--- src/rtl/adc_resp_pkg.sv ---
// Shared constants and helpers for the ADC serial responder.
package adc_resp_pkg;

  localparam int NUM_CH     = 8;
  localparam int DATA_W     = 12;
  localparam int FRAME_BITS = 16;
  localparam int LEAD_ZEROS = 4;
  localparam int CH_W       = 3;
  localparam int CNT_W      = 5;

  // SCLK rising-edge numbers (1-based) that carry ADD2, ADD1, ADD0
  localparam logic [CNT_W-1:0] ADD2_EDGE = 5'd3;
  localparam logic [CNT_W-1:0] ADD1_EDGE = 5'd4;
  localparam logic [CNT_W-1:0] ADD0_EDGE = 5'd5;
  localparam logic [CNT_W-1:0] LAST_EDGE = 5'd16;

  function automatic logic [FRAME_BITS-1:0] frame_word(input logic [DATA_W-1:0] data);
    return {{LEAD_ZEROS{1'b0}}, data};
  endfunction

endpackage

--- src/rtl/adc_resp_sync.sv ---
// Two-flop synchronizer with rise/fall detection on the synchronized value.
module adc_resp_sync #(
  parameter logic IDLE = 1'b1
) (
  input  logic clk,
  input  logic rst,
  input  logic din,
  output logic q,
  output logic rise,
  output logic fall
);

  logic meta_r;
  logic sync_r;
  logic prev_r;

  // synchronizer chain plus one delayed copy for edge detection
  always_ff @(posedge clk or posedge rst) begin
    if (rst) begin
      meta_r <= IDLE;
      sync_r <= IDLE;
      prev_r <= IDLE;
    end else begin
      meta_r <= din;
      sync_r <= meta_r;
      prev_r <= sync_r;
    end
  end

  assign q    = sync_r;
  assign rise = sync_r & ~prev_r;
  assign fall = ~sync_r & prev_r;

endmodule

--- src/rtl/adc_responder.sv ---
// Slave-side model of a 16-bit-frame serial ADC serving an 8-channel value bank.
// Optional feature macro ADC_RESP_RAMP_EN: auto-increment the transmitted entry per frame.
module adc_responder
  import adc_resp_pkg::*;
(
  input  logic              CLOCK_50,
  input  logic              RST,
  input  logic              ADC_CS_N,
  input  logic              ADC_SCLK,
  input  logic              ADC_SADDR,
  output logic              ADC_SDAT,
  output logic              sdat_oe,
  input  logic              wr_en,
  input  logic [CH_W-1:0]   wr_ch,
  input  logic [DATA_W-1:0] wr_data,
  output logic              frame_done,
  output logic [CH_W-1:0]   last_addr
);

`ifdef ADC_RESP_RAMP_EN
  localparam logic RAMP_EN = 1'b1;
`else
  localparam logic RAMP_EN = 1'b0;
`endif

  logic cs_q, cs_rise, cs_fall;
  logic sclk_q, sclk_rise, sclk_fall;
  logic saddr_q, saddr_rise, saddr_fall;
  logic unused_s;

  adc_resp_sync #(.IDLE(1'b1)) u_sync_cs (
    .clk(CLOCK_50), .rst(RST), .din(ADC_CS_N),
    .q(cs_q), .rise(cs_rise), .fall(cs_fall)
  );

  adc_resp_sync #(.IDLE(1'b1)) u_sync_sclk (
    .clk(CLOCK_50), .rst(RST), .din(ADC_SCLK),
    .q(sclk_q), .rise(sclk_rise), .fall(sclk_fall)
  );

  adc_resp_sync #(.IDLE(1'b0)) u_sync_saddr (
    .clk(CLOCK_50), .rst(RST), .din(ADC_SADDR),
    .q(saddr_q), .rise(saddr_rise), .fall(saddr_fall)
  );

  assign unused_s = ^{sclk_q, saddr_rise, saddr_fall};

  logic [DATA_W-1:0]     bank_r [NUM_CH];
  logic [DATA_W-1:0]     bank_s [NUM_CH];
  logic [FRAME_BITS-1:0] sr_r, sr_s;
  logic [CNT_W-1:0]      rise_cnt_r, rise_cnt_s, rise_n_s;
  logic [CNT_W-1:0]      fall_cnt_r, fall_cnt_s, fall_n_s;
  logic [CH_W-1:0]       addr_cap_r, addr_cap_s;
  logic [CH_W-1:0]       cur_addr_r, cur_addr_s;
  logic [CH_W-1:0]       last_addr_r, last_addr_s;
  logic                  done_r, done_s;

  // frame sequencing, address capture and bank update
  always_comb begin
    bank_s      = bank_r;
    sr_s        = sr_r;
    rise_cnt_s  = rise_cnt_r;
    fall_cnt_s  = fall_cnt_r;
    addr_cap_s  = addr_cap_r;
    cur_addr_s  = cur_addr_r;
    last_addr_s = last_addr_r;
    done_s      = 1'b0;
    rise_n_s    = rise_cnt_r + 5'd1;
    fall_n_s    = fall_cnt_r + 5'd1;

    if (cs_fall) begin
      sr_s       = frame_word(bank_r[cur_addr_r]);
      rise_cnt_s = 5'd0;
      fall_cnt_s = 5'd0;
      addr_cap_s = 3'd0;
    end else if (cs_rise) begin
      rise_cnt_s = 5'd0;
      fall_cnt_s = 5'd0;
    end else if (!cs_q) begin
      if (sclk_fall) begin
        // 16th falling edge reloads so a held-low CS_N streams without a gap
        if (fall_n_s == LAST_EDGE) begin
          sr_s       = frame_word(bank_r[cur_addr_r]);
          fall_cnt_s = 5'd0;
        end else begin
          sr_s       = {sr_r[FRAME_BITS-2:0], 1'b0};
          fall_cnt_s = fall_n_s;
        end
      end else begin
        fall_cnt_s = fall_cnt_r;
      end

      if (sclk_rise) begin
        case (rise_n_s)
          ADD2_EDGE: begin
            addr_cap_s[2] = saddr_q;
            rise_cnt_s    = rise_n_s;
          end
          ADD1_EDGE: begin
            addr_cap_s[1] = saddr_q;
            rise_cnt_s    = rise_n_s;
          end
          ADD0_EDGE: begin
            addr_cap_s[0] = saddr_q;
            rise_cnt_s    = rise_n_s;
          end
          LAST_EDGE: begin
            done_s      = 1'b1;
            cur_addr_s  = addr_cap_r;
            last_addr_s = addr_cap_r;
            rise_cnt_s  = 5'd0;
          end
          default: begin
            rise_cnt_s = rise_n_s;
          end
        endcase
      end else begin
        rise_cnt_s = rise_cnt_r;
      end
    end else begin
      sr_s = sr_r;
    end

    // ramp is applied first so that a same-cycle host write wins
    if (RAMP_EN && done_s) begin
      bank_s[cur_addr_r] = bank_r[cur_addr_r] + {{(DATA_W-CH_W){1'b0}}, cur_addr_r} + 12'd1;
    end else begin
      bank_s[cur_addr_r] = bank_r[cur_addr_r];
    end

    if (wr_en) begin
      bank_s[wr_ch] = wr_data;
    end else begin
      bank_s[wr_ch] = bank_s[wr_ch];
    end
  end

  // state registers
  always_ff @(posedge CLOCK_50 or posedge RST) begin
    if (RST) begin
      for (int i = 0; i < NUM_CH; i++) begin
        bank_r[i] <= {DATA_W{1'b0}};
      end
      sr_r        <= {FRAME_BITS{1'b0}};
      rise_cnt_r  <= 5'd0;
      fall_cnt_r  <= 5'd0;
      addr_cap_r  <= 3'd0;
      cur_addr_r  <= 3'd0;
      last_addr_r <= 3'd0;
      done_r      <= 1'b0;
    end else begin
      bank_r      <= bank_s;
      sr_r        <= sr_s;
      rise_cnt_r  <= rise_cnt_s;
      fall_cnt_r  <= fall_cnt_s;
      addr_cap_r  <= addr_cap_s;
      cur_addr_r  <= cur_addr_s;
      last_addr_r <= last_addr_s;
      done_r      <= done_s;
    end
  end

  assign sdat_oe    = ~cs_q;
  assign ADC_SDAT   = sdat_oe & sr_r[FRAME_BITS-1];
  assign frame_done = done_r;
  assign last_addr  = last_addr_r;

endmodule

--- config.mk ---
export PLATFORM = sky130hd
export DESIGN_NAME = adc_responder
export DESIGN_NICKNAME = d
export VERILOG_FILES = /design/src/rtl/adc_resp_pkg.sv /design/src/rtl/adc_resp_sync.sv /design/src/rtl/adc_responder.sv
export SDC_FILE = /design/constraint.sdc
export NUM_CORES = 1
export LEC_CHECK = 0
export ABC_AREA = 1
export BUFFER_PORTS_ARGS = -buffer_cell sky130_fd_sc_hd__buf_2
export CORE_AREA = 2 2 148 179
export CTS_BUF_LIST = sky130_fd_sc_hd__clkbuf_8 sky130_fd_sc_hd__clkbuf_16
export CTS_CLUSTER_DIAMETER = 30
export DETAILED_ROUTE_END_ITERATION = 16
export DIE_AREA = 0 0 150 181
export GPL_ROUTABILITY_DRIVEN = 0
export SLEW_MARGIN = 20
export SYNTH_ARGS = -nofsm -noshare
export SYNTH_HDL_FRONTEND = slang
export SYNTH_SLANG_ARGS = --single-unit
--- constraint.sdc ---
create_clock -name CLOCK_50 -period 11.1 [get_ports CLOCK_50]
set_clock_uncertainty 0.2 [all_clocks]
set_input_delay 0.555 -clock CLOCK_50 [delete_from_list [all_inputs] [get_ports CLOCK_50]]
set_output_delay 0.555 -clock CLOCK_50 [all_outputs]
set_load 0.05 [all_outputs]
**Word level (Yosys, flattened, before mapping)**

Cells that the tools add are included.

- Input port bits: 21
- Flip-flop bits (word level): 137
- Output and inout bits: 6
- Logic and storage cells: 108

- $add $sub $neg: 2
- Mux-type cells: 41
- Eq/ne operators: 8
- Bitwise operators: 13
- Reductions and logical operators: 16
- Magnitude comparators: 4

Operators with widths:

| operator | number |
|---|---|
| bitwise mux 96 bit | 3 |
| 2-to-1 mux 96 bit | 1 |
| 2-to-1 mux 16 bit | 5 |
| binary-select mux 12 bit (select 3 bit) | 2 |
| demux 12 bit (select 3 bit) | 2 |
| 2-to-1 mux 12 bit | 6 |
| 2-to-1 mux 5 bit | 10 |
| 2-to-1 mux 3 bit | 4 |
| AND reduction 4 bit | 3 |
| adder 5 x 1 -> 5 bit, second input constant | 2 |
| == test 5 x 3 -> 1 bit, second input constant | 2 |
| == test 5 bit, second input constant | 2 |
| nonzero test 2 bit | 5 |
| >= comparator 4 bit, second input constant | 2 |
| < comparator 4 x 1 -> 1 bit, second input constant | 2 |
| 2-to-1 mux 1 bit | 8 |
| inverter 3 -> 4 bit | 2 |
| inverter 1 bit | 6 |
| nonzero test 3 bit | 2 |
| bitwise AND 1 bit | 5 |
| == test 5 x 2 -> 1 bit, second input constant | 1 |
| AND reduction 5 bit | 1 |
| AND reduction 2 bit | 2 |
| != test 3 bit, second input constant | 1 |
| 4 further kinds | 5 |

**Logic depth before layout (Yosys ltp)**

Gate-level depths: netlist of the first run.

- Depth after elaboration: 11
- Depth in mapped cells: 10
- Gate-level depth less buffers: 10

**Modules after synthesis**

Synthesis of the first run repeated with hierarchy kept, for this count alone.

- Cells, all modules: 976
- Area total of the unflattened synthesis: 7462.2 um2

Modules (own cells, without submodules):

| module | times used | sequential area each (um2) | area an instance (um2) | cells each |
|---|---|---|---|---|
| adc_responder | 1 | 3228.1 | 7173.1 | 952 |
| adc_resp_sync (u_sync_cs ...) | 2 | 78.8 | 97.6 | 8 |
| adc_resp_sync (u_sync_saddr) | 1 | 75.1 | 93.8 | 8 |

**Least setup slack after synthesis of the first run**

OpenSTA, ideal clock, no wires.

- Path type: register to register
- Start: register u_sync_cs.sync_r, in the netlist u_sync_cs.q
- End: register sr_r[10]
- Slack: 8.976 ns
- Period minus slack after synthesis: 2.124 ns
- Data arrival time: 1.807 ns
- Library setup time: 0.118 ns
- Path buffers: 1
- Required time: 10.782 ns
- Cell stages (with the launch flop): 8
- Cell sequence: dfstp_2 inv_1 ha_1 inv_1 clkbuf_1 nand3_1 nand3_1 nand2_1

- Cells in the longest elaborated chain, start to end: 4
- Elaborated cells on any way between the ends: 8
- Classes of those cells: eq/ne (2); mux (1); bitwise (3); reduce/logical (2)

Ends and longest elaborated chain:

| element | line | source |
|---|---|---|
| start: declaration | adc_resp_sync.sv:14 | `logic sync_r;` |
| start signal: assignment | adc_resp_sync.sv:25 | `sync_r <= meta_r;` |
| inverter 1 bit * | - |  |
| named net sdat_oe | adc_responder.sv:12 | `output logic sdat_oe,` |
| bitwise AND 1 bit * | adc_resp_sync.sv:32 | `assign fall = ~sync_r & prev_r;` |
| != test 2 bit (no source line) (tied with other cells) | - |  |
| AND reduction 3 bit (no source line) | - |  |
| end signal: assignment | adc_responder.sv:144 | `sr_r <= {FRAME_BITS{1'b0}};` |
| end signal: assignment | adc_responder.sv:153 | `sr_r <= sr_s;` |
| end: declaration | adc_responder.sv:50 | `logic [FRAME_BITS-1:0] sr_r, sr_s;` |

Mark *: on every way through the listed nets, which the timed path passes. The rest lies on a longest branch.
A chain may end at the register's enable or synchronous reset.

**Final worst setup path of the first run**

- Start: register last_addr_r[0], in the netlist last_addr[0]
- End: output last_addr[0]

RTL lines:

| element | line | source |
|---|---|---|
| start: declaration | adc_responder.sv:55 | `logic [CH_W-1:0] last_addr_r, last_addr_s;` |
| start signal: assignment | adc_responder.sv:158 | `last_addr_r <= last_addr_s;` |
| end: declaration | adc_responder.sv:17 | `output logic [CH_W-1:0] last_addr` |

No word-level cell between the ends.

==> summary.md, run 1 <==
| Metric | Value |
|---|---|
| Layout fillers | `around 2,700` |
| Power share of the clock group | `about 40%` |
| Worst-path clk slew | `0.06 ns` |
| # setup viols final | `0` |
| Met3 usage | `3.308%` |
| Initial antenna violation count | `1` |
| Sw Share | `29.18%` |
| Total grt overflow | `0` |
| Die area | `27,150 um2` |
| Crit path kind | `flip-flop to output port` |
| Routed len/inst | `between 10 and 15 um` |
| Max Clk Rate | `around 0.35 GHz` |
| Yosys warnings | `0` |
| Routed vias | `6,256` |
| Seq/Total Area, Yosys | `45.90%` |
| Total power | `1.611 mW` |
| Static Leak | `4.006 nW` |
| Max transition margin | `26.28%` |
| Min Tclk post-route | `roughly 2.9 ns` |
| P_sw | `470.3 uW` |
| First-pass GRT wire length | `31,110 um` |
| Syn nets | `1,007` |
| Comb pwr share | `17.4%` |
| Area delta synth->final | `13.59%` |
| Ys flop type | `dfrtp_1` |
| Horiz. Die Dim | `around 150 um` |
| First-pass iteration count of the detailed router | `5` |
| Core Footprint | `around 25,000 um2` |
| Top-area cell type share of the netlist area | `between 40% and 50%` |
| Critical-path top delay cell | `dfrtp_2` |
| Leading area contributor after synthesis | `dfrtp_1` |
| Synth top cells by count | `nand2_1 (322), o21ai_0 (163), dfrtp_1 (131), inv_1 (116), nand3_1 (53)` |
| P_int | `1.141 mW` |
| Max_cap viols | `0` |
| Crit path largest cell delay | `between 0.7 and 0.8 ns` |
| CP Max Fanout | `56` |
| Largest net degree at the start of global routing | `95` |
| Synth Area per Inst | `7.654 um2` |
| Global Route Usage Sum | `14.34%` |
| Status | `finished clean` |
| Worst-margin pin slew | `approximately 1.1 ns` |
| Met2 Usage GRT | `~21%` |
| Peak VDD IR | `111.0 uV` |
| Sequential share of power | `a little over two fifths` |
| Drt via density | `4.736` |
| TritonCTS Sinks | `approximately 140` |
| Routed wire length | `around 18,000 um` |
| Synth cell types | `31` |
| Final Hold Viols | `0` |
| Nets | `1,007` |
| IO Pins | `27` |
| H-tree Lvls | `4` |
| Crit-path cells | `buf_4, buf_2` |
| Largest cells by area after synthesis | `dfrtp_1 (44%), nand2_1 (16%), o21ai_0 (11%)` |
| Post-DP HPWL | `11,510 um` |
| Die Ht | `between 150 and 200 um` |
| TNS Setup | `0 ns` |
| Diodes inserted | `0` |
| Worst EP arrival | `2.13 ns` |
| FFs w/ async S/R, synth | `100.0%` |
| TritonCTS clock tree | `yes` |
| Global route hottest layer | `met2` |
| Drt first-iter violations | `521` |
| Hold slack final | `around 0.019 ns` |
| Worst skew pair latency | `0.43 ns` |
| #FFs+latches synth | `137` |
| Crit. End Element | `output port` |
| Drt drc | `0` |
| Fin crit share | `25.99%` |
| # rows | `64` |
| EDFF count, synth | `0` |
| Cts bufs inserted | `17` |
| R2R cell count | `9` |
| Clock root cell | `clkbuf_16` |
| Post-Syn Area | `7486 um2` |
| Fin area | `8503 um2` |
| Most common cell in the netlist | `nand2_1` |
| PortBufs | `26` |
| Post-route ant nets | `0` |
| GR met1 Demand/Resource | `20.99%` |
| Hold Path Cell Cnt | `1` |
| Clk buf depth | `2` |
| Worst path required time | `slightly above 10 ns` |
| RSZ-0062 raised after global routing | `false` |
| Final Max Slew Viols | `0` |
| Critical path launch point type | `flip-flop` |
| Hold Crit Class | `input pin to flip-flop` |
| Post_cts resized | `0` |
| Dpl cell area | `7821 um2` |
| Share of post-route cells with drive strength above 1 | `11.91%` |
| Pwr per Cell Area | `189.5 nW/um2` |
| Vias in the first global route | `5,875` |
| Initial Util | `around 30%` |
| Post-Syn Instances | `978` |
worst max-delay path: cells and delay by family, from the launching register on:
kind	cells	cell delay, ns
buffers and inverters	2	0.97
DFF	1	0.73
sequential cells by signal (all words and copies together), names as in the netlist, 3 cells and up:
register	flops
rise_cnt_r	5
addr_cap_r	3
fall_cnt_r	5
bank_r	96
last_addr	3
sr_r	16
cell usage in the layout (no fill, tap or decap), types with 5 or more instances in the layout:
cell type | synthesis | routed
nand2_1 | 322 | 322
o21ai_0 | 163 | 163
dfrtp_1 | 131 | 130
inv_1 | 116 | 115
nand3_1 | 53 | 51
mux2_2 | 37 | 37
o211ai_1 | 36 | 36
nor2_1 | 30 | 30
buf_2 | 25 | 25
clkbuf_16 | 0 | 17
ha_1 | 8 | 8
inv_6 | 0 | 7
buf_4 | 7 | 7
dfstp_2 | 6 | 6
nand4_1 | 5 | 5
bufinv_16 | 0 | 5
routing by layer:
metal | up-vias | share of wire [%]
li1 | 3148 | -
met1 | 2957 | 50
met2 | 132 | 44
met3 | 17 | 5.3
met4 | 2 | 0.83
met5 | - | 0.060
power by group through the flow:
stage | registers [mW] | logic, mW | clock network (mW)
global route | 0.706 | 0.335 | 0.677
finish | 0.689 | 0.281 | 0.642
detailed placement | 0.697 | 0.282 | 0
global placement | 0.693 | 0.272 | 0
floorplan | 0.677 | 0.234 | 0
CTS | 0.688 | 0.284 | 0.653
cells by family (layout without fill, tap and decap cells):
kind of cell / Yosys count / in the layout / share of synthesized area [%]
and+or+nand+nor: 417 / 417 / 22.38
AOI/OAI and AO/OA: 209 / 209 / 15.34
buffers and inverters: 169 / 182 / 9.360
DFF: 137 / 137 / 45.90
muxes: 37 / 37 / 5.566
adders and majority gates: 8 / 8 / 1.337
xor gates and xnor gates: 1 / 1 / 0.1170
timing repair:
action / 4_1_cts / 5_1_grt
hold buffers: 0 / 1
hold endpoints to repair: 0 / 1
buffers inserted: 0 / 0
stage by stage:
stage / utilization (%) / setup WS [ns] / instances
after CTS: 33.52 / 8.214 / 1320
after global placement: 30.91 / 8.472 / 1288
after detailed placement: 30.91 / 8.457 / 1288
final: 33.60 / 8.215 / 1321
after floorplan: - / 6.687 / 978
after global routing: 33.60 / 8.112 / 1321
cell type report:
type	count	area, um2	area share, %
Clock inverter	15	236.5	2.781
Timing Repair Buffer	33	187.7	2.207
Sequential cell	137	3437	40.42
Clock buffer	17	425.4	5.003
Multi-Input combinational cell	672	3359	39.51
Tap cell	330	412.9	4.856
Inverter	117	444.2	5.224
path summary, 6_finish.rpt:
| kind | startpoint | to | slack [ns] |
|---|---|---|---|
| worst max-delay path | last_addr[0]$_DFFE_PP0P_ | last_addr[0] | 8.21 |
| worst min-delay path | ADC_SCLK | u_sync_sclk.meta_r$_DFF_PP1_ | 0.02 |
| worst max register to register | last_addr[0]$_DFFE_PP0P_ | sr_r[5]$_DFFE_PP0P_ | 8.50 |
| worst min register to register | u_sync_saddr.meta_r$_DFF_PP0_ | u_sync_saddr.q$_DFF_PP0_ | 0.15 |
| max in group asynchronous | RST | last_addr[0]$_DFFE_PP0P_ | 9.29 |
| min in group asynchronous | RST | u_sync_saddr.q$_DFF_PP0_ | 0.03 |
No activity file was read; power rests on OpenSTA's default activity.
==> run 2, diff against run 1 <==
- clock period: 11.1 -> 2.8 ns (I/O delays scaled with it)
==> run 2 against run 1 <==
Against the previous run:
- non-clock buffer count up 19
- global-route usage decreased by 0.052 points
- combinational power rose to 4.0 times the previous value
- die area unchanged
- critical path type is now flip-flop to flip-flop
- critical endpoint is now sr_r[14]$_DFFE_PP0P_
- largest power group unchanged
- highest routed layer is now met4
==> summary.md, run 2 (synthesis gave the netlist of run 1 again) <==
| Metric | Value |
|---|---|
| Status | `finished clean` |
| Drt first-iter violations | `363` |
| Initial Util | `between 20% and 30%` |
| Cts bufs inserted | `17` |
| Clk buf depth | `2` |
| Vias in the first global route | `5,985` |
| Crit path kind | `flip-flop to flip-flop` |
| RSZ-0062 raised after global routing | `false` |
| Hold Path Cell Cnt | `5` |
| Post-DP HPWL | `between 10,000 and 15,000 um` |
| Commonest non-fill, non-tap cells in the layout | `nand2_1 (322), o21ai_0 (163), dfrtp_1 (130)` |
| CP Max Fanout | `18` |
| Clock root cell | `clkbuf_16` |
| TritonCTS Sinks | `137` |
| TritonCTS clock tree | `yes` |
| Pwr per Cell Area | `around 700 nW/um2` |
| TNS Setup | `0 ns` |
| Global Route Usage Sum | `roughly 14%` |
| Post_cts resized | `0` |
| Worst-margin pin slew | `~0.89 ns` |
| Drt via density | `roughly 4.7` |
| # rows | `64` |
| Min Tclk post-route | `2.372 ns` |
| Final Hold Viols | `0` |
| Crit. End Element | `flip-flop` |
| Die Ht | `181 um` |
| Total grt overflow | `0` |
| IO Pins | `27` |
| Worst skew pair latency | `roughly 0.42 ns` |
| Share of post-route cells with drive strength above 1 | `12.72%` |
| Worst EP arrival | `about 2.5 ns` |
| Max transition margin | `40.82%` |
| Static Leak | `4.052 nW` |
| Fin crit share | `a little over four fifths` |
| Post-route ant nets | `0` |
| Reg with most FFs | `bank_r` |
| H-tree Lvls | `4` |
| Top flop regs | `bank_r (96), sr_r (16)` |
| # setup viols final | `0` |
| Core Footprint | `25,300 um2` |
| Commonest non-fill, non-tap cell in the layout | `nand2_1` |
| First-pass iteration count of the detailed router | `5` |
| Initial antenna violation count | `0` |
| Postcts setup bufs | `0` |
| First-pass GRT wire length | `30,790 um` |
| Post-CTS Hold Fix Bufs | `4` |
| Max_cap viols | `0` |
| Routed vias | `~6,200` |
| R2R cell count | `7` |
| Diodes inserted | `0` |
| Area delta synth->final | `14.64%` |
| Routed wire length | `18,210 um` |
| Critical path launch point type | `flip-flop` |
| Worst-path clk slew | `0.06 ns` |
| Routed len/inst | `~14 um` |
| PortBufs | `26` |
| Hold Crit Class | `input pin to flip-flop` |
| Final Max Slew Viols | `0` |
| Worst path required time | `2.91 ns` |
| Max Clk Rate | `0.4215 GHz` |
| Largest net degree at the start of global routing | `105` |
| Max reg flops | `between 90 and 100` |
| Total power | `5.984 mW` |
| Drt drc | `0` |
| Nets | `1,026` |
| Die area | `approximately 27,000 um2` |
| Horiz. Die Dim | `150 um` |
| Peak VDD IR | `372.9 uV` |
-- run 2: area by class of cell --
type,count,area [um2]
fill,2674,16720
multi-input combinational,672,3349
timing repair buffer,52,387.9
sequential,137,3437
inverter,117,442.9
tap,330,412.9
clock inverter,7,71.32
clock buffer,21,480.5
-- run 2: final timing paths --
check / endpoint / slack, ns / from
max: sr_r[14]$_DFFE_PP0P_ / 0.43 / u_sync_cs.prev_r$_DFF_PP1_
min: bank_r[10]$_DFF_PP0_ / 0.02 / wr_data[10]
max reg2reg: sr_r[14]$_DFFE_PP0P_ / 0.43 / u_sync_cs.prev_r$_DFF_PP1_
min reg2reg: u_sync_saddr.q$_DFF_PP0_ / 0.15 / u_sync_saddr.meta_r$_DFF_PP0_
max in group asynchronous: bank_r[15]$_DFF_PP0_ / 1.40 / RST
min in group asynchronous: sr_r[12]$_DFFE_PP0P_ / 0.18 / RST
-- run 2: per-stage QoR --
step / hold slack (ns) / instances / instance area (um2) / setup WS (ns) / util [%]
4_1_cts: 0.006210 / 1336 / 8582 / 0.4422 / 33.92
5_1_grt: 0.04906 / 1336 / 8582 / 0.2459 / 33.92
2_1_floorplan: -0.05552 / 978 / 7490 / 0.6759 / -
3_3_place_gp: 0.05216 / 1304 / 7990 / 0.4902 / 31.58
3_5_place_dp: 0.05476 / 1304 / 7990 / 0.4565 / 31.58
6_report: 0.01855 / 1336 / 8582 / 0.4276 / 33.92
-- run 2: critical path, stage by stage (launching register included) --
cell	delay [ns]
dfstp_2	0.55
inv_1	0.05
ha_1	0.18
o21bai_1	0.18
nor2_2	0.62
inv_2	0.29
nand2_1	0.11
o21ai_0	0.08
-- run 2: where the power goes --
group / internal [mW] / leakage [nW] / switching (mW)
registers: 2.43 / 1.75 / 0.293
logic: 0.510 / 2.04 / 0.621
clock network: 1.29 / 0.265 / 0.837
-- run 2: metal layers --
layer,wire [um],track usage (%),share of wire (%)
met2,8301,22.05,46
met1,8749,19.81,48
met3,852,3.207,4.7
met4,304,4.679,1.7
met5,0,0,0
==> run 3, diff against run 2 <==
- ABC_AREA: 1 -> 0
- CORE_AREA: 2 2 148 179 -> 2 2 144 174
- DIE_AREA: 0 0 150 181 -> 0 0 146 176
- clock period: 2.8 -> 2.21 ns (I/O delays scaled with it)
==> run 3 against run 2 <==
Against the previous run:
- cell count shrank 25%
- hold slack gained 0.061 ns
- synthesized cell count shrank 36%
- total power grew 30%
- critical path depth shrank 1
- sequential power grew 25%
==> summary.md, run 3 <==
| Metric | Value |
|---|---|
| Share of post-route cells with drive strength above 1 | `21.37%` |
| Hold slack final | `0.07961 ns` |
| Status | `finished clean` |
| Worst hold start | `wr_ch[2]` |
| Fin crit share | `94.23%` |
| TNS Setup | `0 ns` |
| R2R cell count | `6` |
| Ys flop type | `dfrtp_1` |
| # setup viols final | `0` |
| Clk buf depth | `2` |
| Drt via density | `4.860` |
| Final Hold Viols | `0` |
| Most common cell in the netlist | `dfrtp_1` |
| Routed wire length | `16,550 um` |
| Largest net degree at the start of global routing | `57` |
| Drt drc | `0` |
| Diodes inserted | `0` |
| Register Area | `3438 um2` |
| Post-Syn Instances | `630` |
| Worst skew pair latency | `0.42 ns` |
| Global Route Usage Sum | `between 10% and 20%` |
| PortBufs | `26` |
| Horiz. Die Dim | `146 um` |
| Max Clk Rate | `0.4802 GHz` |
| P_sw | `about 2.2 mW` |
| Reg-to-reg endpoint | `last_addr[1]$_DFFE_PP0P_` |
| Worst EP arrival | `2.19 ns` |
| Vias in the first global route | `5,196` |
| Worst slack at placement | `0.1461 ns` |
| Nets | `704` |
| Initial Util | `29.53%` |
| Static Leak | `3.733 nW` |
| # rows | `62` |
| Post-route ant nets | `0` |
| Area delta synth->final | `20.05%` |
| Syn nets | `659` |
| Initial antenna violation count | `0` |
| Post_cts resized | `0` |
| Layout fillers | `around 2,400` |
| Layout Cells excl Fill | `~1,000` |
| TritonCTS Sinks | `137` |
| Commonest non-fill, non-tap cells in the layout | `dfrtp_1 (129), nand2_1 (128), o21ai_0 (105)` |
| Multi-input gate area | `3393 um2` |
| Reg with most FFs | `bank_r` |
| Post-Syn Area | `7057 um2` |
| Total power | `7.753 mW` |
| R2R Path Start | `rise_cnt_r[0]$_DFFE_PP0P_` |
| Cts bufs inserted | `17` |
| FFs w/ async S/R, synth | `100.0%` |
| Pwr per Cell Area | `between 900 and 1000 nW/um2` |
| Buffers and inverters on the worst path | `0` |
| Power share of the clock group | `37.5%` |
| EDFF count, synth | `0` |
| P_int | `around 5.5 mW` |
| Crit. End Element | `flip-flop` |
| H-tree Lvls | `4` |
| Max_cap viols | `0` |
| Yosys warnings | `0` |
| Hold Path Cell Cnt | `4` |
| Largest cells by area after synthesis | `dfrtp_1 (46%), mux4_2 (7.7%), mux4_1 (7.4%)` |
| FF-to-FF setup slack | `0.13 ns` |
| Synth top cells by count | `dfrtp_1 (131), nand2_1 (128), o21ai_0 (105), mux2i_1 (39), clkbuf_1 (30)` |
| Total grt overflow | `0` |
| Max transition margin | `57.41%` |
| Critical path launch point type | `flip-flop` |
| Comb pwr share | `around a fifth` |
| Seq/Total Area, Yosys | `about half` |
| Crit path largest cell delay | `~0.40 ns` |
| Commonest non-fill, non-tap cell in the layout | `dfrtp_1` |
| Worst Hold End | `bank_r[35]$_DFF_PP0_` |
| Crit path kind | `flip-flop to flip-flop` |
| Worst-margin pin slew | `roughly 0.64 ns` |
| CP Max Fanout | `4` |
| Min Tclk post-route | `2.083 ns` |
| Top flop regs | `bank_r (96), sr_r (16)` |
| Top-area cell type share of the netlist area | `46.45%` |
| Max reg flops | `between 90 and 100` |
| Post-DP HPWL | `11,050 um` |
| Worst path required time | `around 2.3 ns` |
| Critical-path top delay cell | `dfrtp_1` |
| Drt first-iter violations | `212` |
| Fin area | `8472 um2` |
| Sequential share of power | `43.8%` |
| Sw Share | `28.65%` |
| Worst-path clk slew | `0.06 ns` |
| RSZ-0062 raised after global routing | `false` |
| TritonCTS clock tree | `yes` |
| Dpl cell area | `7701 um2` |
| Peak VDD IR | `412.9 uV` |
| Synth cell types | `47` |
| #FFs+latches synth | `137` |
| Routed vias | `4,899` |
| Leading area contributor after synthesis | `dfrtp_1` |
| Synth Area per Inst | `11.20 um2` |
| Final WS setup | `around 0.13 ns` |
| Util after Layout | `35.46%` |
| Die area | `25,700 um2` |
| Core Footprint | `23,890 um2` |
| Routed len/inst | `16.42 um` |
| First-pass iteration count of the detailed router | `5` |
| IO Pins | `27` |
| Placed insts | `between 900 and 1,000` |
| Clock root cell | `clkbuf_16` |
| Crit-path cells | `ha_1, nor4b_1, a41oi_1, nor2_1, and3_1, mux2_2` |
| Hold Crit Class | `input pin to flip-flop` |
| Critical path's top delay family | `simple AND/OR/NAND/NOR gates` |
| Die Ht | `176 um` |
| First-pass GRT wire length | `between 20,000 and 30,000 um` |
| Final Max Slew Viols | `0` |
-- run 3: cell count changes in the layout (fill, tap and decap cells not counted), moves of 15 or more --
cell / before / now
mux4_1: 0 / 20
o21ai_0: 163 / 105
mux2i_1: 0 / 39
mux2_2: 37 / 15
mux4_2: 0 / 24
o21ai_1: 2 / 17
o211ai_1: 36 / 0
inv_1: 115 / 5
nand2_1: 322 / 128
nand3_1: 53 / 6
nor2_1: 30 / 11
-- run 3: worst max path at each step --
| stage | start | endpoint | depth (start not counted) |
|---|---|---|---|
| floorplan | u_sync_cs.q$_DFF_PP1_ | sr_r[0]$_DFFE_PP0P_ | 7 |
| global placement | rise_cnt_r[0]$_DFFE_PP0P_ | last_addr[2]$_DFFE_PP0P_ | 6 |
| detailed placement | rise_cnt_r[0]$_DFFE_PP0P_ | last_addr[1]$_DFFE_PP0P_ | 6 |
| CTS | rise_cnt_r[0]$_DFFE_PP0P_ | last_addr[1]$_DFFE_PP0P_ | 6 |
| global route | rise_cnt_r[0]$_DFFE_PP0P_ | last_addr[2]$_DFFE_PP0P_ | 6 |
| finish | rise_cnt_r[0]$_DFFE_PP0P_ | last_addr[1]$_DFFE_PP0P_ | 6 |
-- run 3: final cells by class --
type	instances	share of cell area, %
clock inverter	15	2.068
timing repair buffer	72	7.148
clock buffer	17	5.021
inverter	7	0.3988
tap	320	4.726
sequential	137	40.58
multi-input combinational	440	40.05
-- run 3: power by group through the flow --
stage	logic [mW]	clock network (mW)	registers [mW]
floorplan	1.11	0	3.30
global placement	1.40	0	3.41
detailed placement	1.44	0	3.44
CTS	1.47	2.97	3.40
global route	1.64	3.08	3.47
finish	1.45	2.91	3.40
-- run 3: logic make-up after synthesis --
logic type	synth area share (%)
flops	48.69
mux	23.03
buf+inv	3.493
xor+xnor	0.1241
simple gates	11.17
fa+ha+maj	1.418
compound gates	12.07
-- run 3: worst register-to-register path, stage by stage, from the launching register on --
cell     delay (ns)
dfrtp_1        0.40
ha_1           0.25
nor4b_1        0.25
a41oi_1        0.10
nor2_1         0.18
and3_1         0.24
mux2_2         0.35
-- run 3: layer usage --
metal / wire length, um / track usage (%) / up-vias
met5: 0 / 0 / -
met3: 417 / 2.506 / 26
met2: 8662 / 24.61 / 74
met1: 7210 / 16.46 / 2413
met4: 259 / 4.693 / 0
li1: - / - / 2386
-- run 3: timing repair --
action | CTS | global route
setup buffers | 0 | 0
hold buffers | 17 | 0
hold endpoints to repair | 234 | 0
